--- src/rtl/sa_tile_scheduler.sv ---
// Tile sequencer for a 4x4 systolic GEMM array: load operands, clear, skewed compute, drain.
// Optional perf counters (perf_busy, perf_stall) are built when SA_SCHED_PERF_EN is defined.
module sa_tile_scheduler #(
    parameter int ARR_DIM = 4,
    parameter int K_SIZE  = 4,
    parameter int TILE_W  = 4,
    parameter int PERF_W  = 32
) (
    input  logic                 clk,
    input  logic                 rst_n,
    input  logic                 start,
    input  logic [TILE_W-1:0]    cfg_m_tiles,
    input  logic [TILE_W-1:0]    cfg_n_tiles,
    output logic                 busy,
    output logic                 done,
    output logic                 ld_ready,
    input  logic                 ld_valid,
    output logic [ARR_DIM-1:0]   ld_sel_a,
    output logic [ARR_DIM-1:0]   ld_sel_b,
    output logic                 arr_clear,
    output logic [2*ARR_DIM-2:0] set_reg_path,
    output logic                 out_valid,
    input  logic                 out_ready,
    output logic [3:0]           out_sel,
    output logic [TILE_W-1:0]    tile_m,
    output logic [TILE_W-1:0]    tile_n
`ifdef SA_SCHED_PERF_EN
    ,
    output logic [PERF_W-1:0]    perf_busy,
    output logic [PERF_W-1:0]    perf_stall
`endif
);

    localparam int ROWS     = 2 * ARR_DIM;
    localparam int COMP_LEN = K_SIZE + 2 * ARR_DIM - 1;
    localparam int OUTS     = ARR_DIM * ARR_DIM;
    localparam int CNT_W    = $clog2((COMP_LEN > OUTS ? COMP_LEN : OUTS) + 1);
    localparam int ROW_W    = $clog2(ROWS);
    localparam int BEAT_W   = (K_SIZE > 1) ? $clog2(K_SIZE) : 1;

    typedef enum logic [2:0] {
        S_IDLE, S_LOAD, S_CLEAR, S_COMPUTE, S_DRAIN, S_DONE
    } state_t;

    state_t             state, next_state;
    logic [TILE_W-1:0]  m_tiles, n_tiles;
    logic [ROW_W-1:0]   ld_row;
    logic [BEAT_W-1:0]  ld_beat;
    logic [CNT_W-1:0]   cnt;

    logic ld_fire, load_last, comp_last, out_fire, drain_last, tile_last;

    assign ld_fire    = (state == S_LOAD) && ld_valid;
    assign load_last  = ld_fire && (ld_row == ROW_W'(ROWS - 1)) && (ld_beat == BEAT_W'(K_SIZE - 1));
    assign comp_last  = (state == S_COMPUTE) && (cnt == CNT_W'(COMP_LEN - 1));
    assign out_fire   = (state == S_DRAIN) && out_ready;
    assign drain_last = out_fire && (cnt == CNT_W'(OUTS - 1));
    assign tile_last  = (tile_m == m_tiles - 1'b1) && (tile_n == n_tiles - 1'b1);

    always_ff @(posedge clk or negedge rst_n) begin
        if (!rst_n) state <= S_IDLE;
        else        state <= next_state;
    end

    always_comb begin
        next_state = state;
        case (state)
            S_IDLE:    if (start) next_state = S_LOAD;
            S_LOAD:    if (load_last) next_state = S_CLEAR;
            S_CLEAR:   next_state = S_COMPUTE;
            S_COMPUTE: if (comp_last) next_state = S_DRAIN;
            S_DRAIN:   if (drain_last) next_state = tile_last ? S_DONE : S_LOAD;
            S_DONE:    next_state = S_IDLE;
            default:   next_state = S_IDLE;
        endcase
    end

    always_comb begin
        busy         = (state == S_LOAD) || (state == S_CLEAR) ||
                       (state == S_COMPUTE) || (state == S_DRAIN);
        done         = (state == S_DONE);
        ld_ready     = (state == S_LOAD);
        arr_clear    = (state == S_CLEAR);
        out_valid    = (state == S_DRAIN);
        out_sel      = (state == S_DRAIN) ? 4'(cnt) : 4'd0;
        ld_sel_a     = '0;
        ld_sel_b     = '0;
        set_reg_path = '0;
        // Row 0 of each operand maps to the MSB select.
        for (int i = 0; i < ARR_DIM; i++) begin
            if (ld_fire && int'(ld_row) == ARR_DIM - 1 - i) ld_sel_a[i] = 1'b1;
            if (ld_fire && int'(ld_row) == ROWS - 1 - i)    ld_sel_b[i] = 1'b1;
        end
        // Anti-diagonal p is live for K_SIZE cycles starting at c == p.
        for (int p = 0; p < 2 * ARR_DIM - 1; p++) begin
            if (state == S_COMPUTE && int'(cnt) >= p && int'(cnt) < p + K_SIZE)
                set_reg_path[p] = 1'b1;
        end
    end

    always_ff @(posedge clk or negedge rst_n) begin
        if (!rst_n) begin
            m_tiles <= '0;
            n_tiles <= '0;
            tile_m  <= '0;
            tile_n  <= '0;
            ld_row  <= '0;
            ld_beat <= '0;
            cnt     <= '0;
        end else begin
            if (state == S_IDLE && start) begin
                m_tiles <= (cfg_m_tiles == '0) ? TILE_W'(1) : cfg_m_tiles;
                n_tiles <= (cfg_n_tiles == '0) ? TILE_W'(1) : cfg_n_tiles;
                tile_m  <= '0;
                tile_n  <= '0;
                ld_row  <= '0;
                ld_beat <= '0;
            end
            if (load_last) begin
                ld_row  <= '0;
                ld_beat <= '0;
            end else if (ld_fire) begin
                if (ld_beat == BEAT_W'(K_SIZE - 1)) begin
                    ld_beat <= '0;
                    ld_row  <= ld_row + 1'b1;
                end else begin
                    ld_beat <= ld_beat + 1'b1;
                end
            end
            // cnt is the compute cycle in COMPUTE and the result index in DRAIN.
            if (state != next_state)
                cnt <= '0;
            else if (state == S_COMPUTE || out_fire)
                cnt <= cnt + 1'b1;
            if (drain_last && !tile_last) begin
                if (tile_n == n_tiles - 1'b1) begin
                    tile_n <= '0;
                    tile_m <= tile_m + 1'b1;
                end else begin
                    tile_n <= tile_n + 1'b1;
                end
            end
        end
    end

`ifdef SA_SCHED_PERF_EN
    logic stall;
    assign stall = ((state == S_LOAD) && !ld_valid) || ((state == S_DRAIN) && !out_ready);

    always_ff @(posedge clk or negedge rst_n) begin
        if (!rst_n) begin
            perf_busy  <= '0;
            perf_stall <= '0;
        end else if (state == S_IDLE && start) begin
            perf_busy  <= '0;
            perf_stall <= '0;
        end else begin
            if (busy && perf_busy != '1)   perf_busy  <= perf_busy + 1'b1;
            if (stall && perf_stall != '1) perf_stall <= perf_stall + 1'b1;
        end
    end
`endif

endmodule
--- config.mk ---
export PLATFORM = sky130hd
export DESIGN_NAME = sa_tile_scheduler
export DESIGN_NICKNAME = d
export VERILOG_FILES = /design/src/rtl/sa_tile_scheduler.sv
export SDC_FILE = /design/constraint.sdc
export NUM_CORES = 1
export LEC_CHECK = 0
export CAP_MARGIN = 15
export CELL_PAD_IN_SITES_DETAIL_PLACEMENT = 0
export CELL_PAD_IN_SITES_GLOBAL_PLACEMENT = 2
export CORE_UTILIZATION = 38
export DETAILED_ROUTE_END_ITERATION = 6
export DONT_BUFFER_PORTS = 1
export PLACE_DENSITY_LB_ADDON = 0.1
export SLEW_MARGIN = 15
export SYNTH_ARGS = -nofsm -noshare
export SYNTH_HDL_FRONTEND = slang
export SYNTH_SLANG_ARGS = --single-unit
--- constraint.sdc ---
create_clock -name clk -period 2.7 [get_ports clk]
set_input_delay 0.27 -clock clk [delete_from_list [all_inputs] [get_ports clk]]
set_output_delay 0.27 -clock clk [all_outputs]
set_load 0.1 [all_outputs]
# Yosys cells after proc, flatten, opt, wreduce, memory -nomap -nowiden
# Cells that the tools add are included.
[totals] register_bits=29 latch_bits=0 mem_bits_rw=0 romBits=0 in_bits=13 output_inout_bits=32 n_memories=0
[classes] n_addsub=7 n_mul=0 div=0 order_cmp=13 n_eq_ne=19 shift=0 n_mux=40 bitwise=0 n_reduce_logical=42
[ops] op="$mux W4" n=9
[ops] op="$logic_and A1 B1 Y1" n=30
[ops] op="$mux W3" n=9
[ops] op="$eq A3 B3 Y1 const B" n=7
[ops] op="$lt A5 B3 Y1 const B" n=4
[ops] op="$ge A5 B3 Y1 const B" n=3
[ops] op="$lt A5 B4 Y1 const B" n=3
[ops] op="$mux W1" n=15
[ops] op="$pmux W3 S5" n=1
[ops] op="$eq A3 B2 Y1 const B" n=4
[ops] op="$eq A5 B4 Y1 const B" n=2
[ops] op="$ge A5 B2 Y1 const B" n=2
[ops] op="$mux W5" n=2
[ops] op="$add A4 B1 Y4 const B" n=2
[ops] op="$eq A4 B4 Y1" n=2
[ops] op="$logic_not A4 Y1" n=2
[ops] op="$mux W2" n=4
[ops] op="$sub A4 B1 Y4 const B" n=2
[ops] op="$eq A3 B1 Y1 const B" n=2
[ops] op="$logic_not A3 Y1" n=2
[ops] op="$add A5 B1 Y5 const B" n=1
[ops] op="$ge A5 B1 Y1 const B" n=1
[ops] op="$logic_or A1 B1 Y1" n=4
[ops] op="$reduce_bool A2 Y1" n=2
[ops] op="other kinds (6)" n=6

# Depth between registers and ports, before layout
[depth] word_depth=8 depth_mapped=8 mapped_depth_nobuf=8

# Worst setup path after synthesis
# No wires, ideal clock.
[synth_timing] path_kind="flip-flop to output port" from="register state[2]" to="output port set_reg_path[3]" t_arrival_ps=3485 t_required_ps=2430 path_slack_ps=-1055 stages_incl_launch_ff=5 n_path_buf=1 path_cell_list="dfrtp_1 -> buf_2 -> nand2b_1 -> or3_1 -> a311oi_1"
[synth_via] elab_chain_cells=4
[synth_lines] element="from (decl)" line_no="45" text="state_t state, next_state;"
[synth_lines] element="from (signal assigned)" line_no="62" text="else state <= next_state;"
[synth_lines] element="$eq A3 B2 Y1" line_no="96" text="if (state == S_COMPUTE && int'(cnt) >= p && int'(cnt) < p + K_SIZE)"
[synth_lines] element="$logic_and A1 B1 Y1 (2 in a row)" line_no="96"
[synth_lines] element="$mux W1" line_no="96"
[synth_lines] element="to (decl)" line_no="21" text="output logic [2*ARR_DIM-2:0] set_reg_path,"
# No other way between the ends.

# Worst setup path after layout
# Same ends and word-level chain as after synthesis.

==> results.json <==
{
  "outcome": "completed",
  "endpoint": "set_reg_path[3]",
  "multi_input_area_um2": 1230,
  "internal_power_w": 0.000913,
  "sw_frac_of_total_pct": 37.5,
  "post-place-ws_ns": 0.443,
  "die_h_um": 74.2,
  "worstMarginPinSlew_ns": 0.554,
  "syn_inst": 220,
  "htreeDepth": 2,
  "ir_drop_uv": 257,
  "area_growth_pct": 30.6,
  "relSlewSlack_pct": 62.9,
  "arrival_ns": 2.06,
  "synth_nets": 248,
  "fin_util_pct": 52.9,
  "fp.dieW_um": 74.2,
  "rsz0062_at_grt": "no",
  "num_rows": 25,
  "viasPerCell": 5.21,
  "fillers": 481,
  "crit_slowest_cell": "or3_1",
  "final_layout_size_suffix_gt1_share_pct": 29.6,
  "cp_top_family": "simple AND/OR/NAND/NOR gates",
  "grt_max_degree": 30,
  "worst-r2r-cell-count": 7,
  "gp_congestion": 0.848,
  "critPathKind": "flip-flop to output pin",
  "register_area_um2": 726,
  "drtAntennaViolNets": 0,
  "clkSlewWorstSetupHoldPaths_ns": 0.07,
  "seq_area_frac_synth_pct": 36.7,
  "critical_path_buf_inv_count": 1,
  "fin_crit_ns": 2.33,
  "clock_sinks": 29,
  "hold_start": "cfg_n_tiles[3]",
  "firstDrtPassIters": 4,
  "ff2ff_setup_slack_ns": 0.40,
  "power.share.sequential_pct": 38.4,
  "postCtsSetupBuffers": 0,
  "ys_ff_latch": 29,
  "combinationalPowerShare_pct": 36.7,
  "tritoncts": "built",
  "numCtsBuffers": 5,
  "drv_cap": 0,
  "grt_pass1_wl_um": 7960,
  "synth_area_leaders": "dfrtp_1, ha_1, nand2_1",
  "routed_wl_um": 4680,
  "synthDistinctLibCells": 48,
  "yosysTopAreaCellShare_pct": 36.7,
  "ios": 45,
  "required_ns": 2.43,
  "path_max_fanout": 5,
  "synth_area_leader_cell": "dfrtp_1",
  "async_flop_share_pct": 100,
  "grt_pass1_vias": 1724,
  "power.density_nw_per_um2": 566,
  "coreArea_um2": 4880,
  "clock_skew_ns": 0.00879,
  "worstSetupEndpointType": "output pin",
  "cpPeakStageDelay_ns": 0.54,
  "routed-via-count": 1688,
  "rr_endpoint": "tile_n[2]",
  "diodes": 0,
  "overflow": 0,
  "synthFlopType": "dfrtp_1",
  "critPathLaunchType": "flip-flop",
  "power_w": 0.00146,
  "period_share_pct": 86.3,
  "critPathLaunch": "state[2]",
  "power.static_leakage_nw": 1.21,
  "ctsRootBufferMaster": "clkbuf_8",
  "worst_slack_ns": 0.369,
  "net-switching-power_w": 0.000548,
  "reg2reg_from": "cnt[2]",
  "drtIter0Drc": 61,
  "hold_viol": 0,
  "setup_viol": 0,
  "yosysWarnings": 0,
  "path_cells": "nand2b_1 -> or3_1 -> a311oi_4 -> buf_4",
  "synthesis.area_um2": 1980,
  "place_hpwl_um": 3590,
  "synth.avg_cell_area_um2": 8.99,
  "cp.depth": 4,
  "clk_latency_ns": 0.28,
  "antenna_found_initial": 0,
  "hold_path_class": "primary input to flip-flop",
  "drv_slew": 0,
  "io_buffers": 0,
  "start_util_pct": 40.5,
  "drc": 0,
  "clk_path_buf_depth": 2,
  "p_clk_share_pct": 24.9,
  "synth_edf_count": 0,
  "finalNetCount": 285,
  "timing.fmax_ghz": 0.429,
  "grt_use_total_pct": 19.2,
  "dieArea_um2": 5500,
  "wl_per_cell_um": 14.4
}
[metrics by stage]
stage | hold WS [ns] | instances | area, µm² | setup TNS [ns]
5_1_grt | 0.0955 | 324 | 2580 | 0
2_1_floorplan | -0.0256 | 220 | 2000 | -0.157
6_report | 0.0999 | 324 | 2580 | 0
4_1_cts | 0.0893 | 324 | 2580 | 0
3_3_place_gp | -0.0248 | 315 | 2470 | 0
3_5_place_dp | -0.0249 | 315 | 2470 | 0
[synthesized netlist by cell type, types with 2 or more instances]
cell type,instances
a211oi_1,5
a21oi_1,6
a31o_2,2
and3_1,12
and3b_1,2
buf_2,2
clkbuf_1,5
dfrtp_1,29
ha_1,15
inv_1,14
nand2_1,26
nand2b_1,6
nand3_1,12
nand4_1,2
nor2_1,16
nor2b_1,2
nor3_1,7
o21ai_0,10
o22ai_1,2
o31ai_1,4
or3_1,2
xnor2_1,7
xor2_1,7
[worst min-delay path by stage]
stage	end	slack, ns	cells past startpoint
2_1_floorplan	cnt[0]	-0.03	0
3_3_place_gp	n_tiles[1]	-0.02	0
3_5_place_dp	n_tiles[1]	-0.02	0
4_1_cts	n_tiles[3]	0.09	2
5_1_grt	m_tiles[2]	0.1	2
6_report	n_tiles[3]	0.1	2
[cell families after synthesis]
| kind of cell | synth area share (%) |
|---|---|
| compound gates | 14.1 |
| xor+xnor | 7.34 |
| fa+ha+maj | 9.49 |
| buf+inv | 5.06 |
| flops | 36.7 |
| mux | 1.08 |
| simple gates | 26.3 |
[placed cells by master, fill, tap and decap left out, drive strengths merged, types with 2 or more instances in the layout]
| cell | instances |
|---|---|
| a211oi | 5 |
| a21oi | 6 |
| a31o | 2 |
| and3 | 13 |
| and3b | 2 |
| buf | 38 |
| clkbuf | 7 |
| dfrtp | 29 |
| ha | 15 |
| inv | 14 |
| nand2 | 26 |
| nand2b | 6 |
| nand3 | 12 |
| nand4 | 2 |
| nor2 | 17 |
| nor2b | 2 |
| nor3 | 9 |
| nor3b | 2 |
| nor4 | 2 |
| o21ai | 10 |
| o22ai | 2 |
| o31ai | 4 |
| or3 | 2 |
| xnor2 | 7 |
| xor2 | 7 |
[timing repair]
action	in CTS	in global routing
resized for setup	0	0
hold endpoints to repair	29	0
hold buffers	2	0
[layout make-up]
| type | instances | share of cell area, % |
|---|---|---|
| clock buffers | 7 | 3.34 |
| inverters | 14 | 2.03 |
| multi-input cells | 168 | 47.5 |
| flip-flops and latches | 29 | 28.1 |
| well taps | 67 | 3.25 |
| repair buffers | 39 | 15.8 |
[sequential cells by signal, summed over array words and instances, names as in the netlist]
| signal | cells |
|---|---|
| n_tiles | 4 |
| m_tiles | 4 |
| tile_n | 4 |
| tile_m | 4 |
| ld_row | 3 |
| cnt | 5 |
| ld_beat | 2 |
| state | 3 |
[worst register-to-register path: cells and delay by family (launching register included)]
family,cells,cell delay [ns]
simple gates,4,0.66
compound gates,2,0.73
fa+ha+maj,1,0.14
flops,1,0.64
[power by group through the flow]
stage	Clock (W)	Combinational, W	Sequential [W]
final	0.000364	0.000536	0.000561
after global routing	0.000394	0.000593	0.000569
after CTS	0.000377	0.000544	0.000560
after detailed placement	0	0.000526	0.000568
after global placement	0	0.000519	0.000564
after floorplan	0	0.000396	0.000565
[metal layers]
layer | vias up | GRT usage, % | wire (µm)
met5 | - | 0 | 0
met4 | 0 | 6.62 | 57
met3 | 6 | 5.15 | 228
met2 | 33 | 32.5 | 2420
met1 | 806 | 23.6 | 1970
li1 | 843 | - | -
Note: power is estimated with default switching activity, not from simulation.
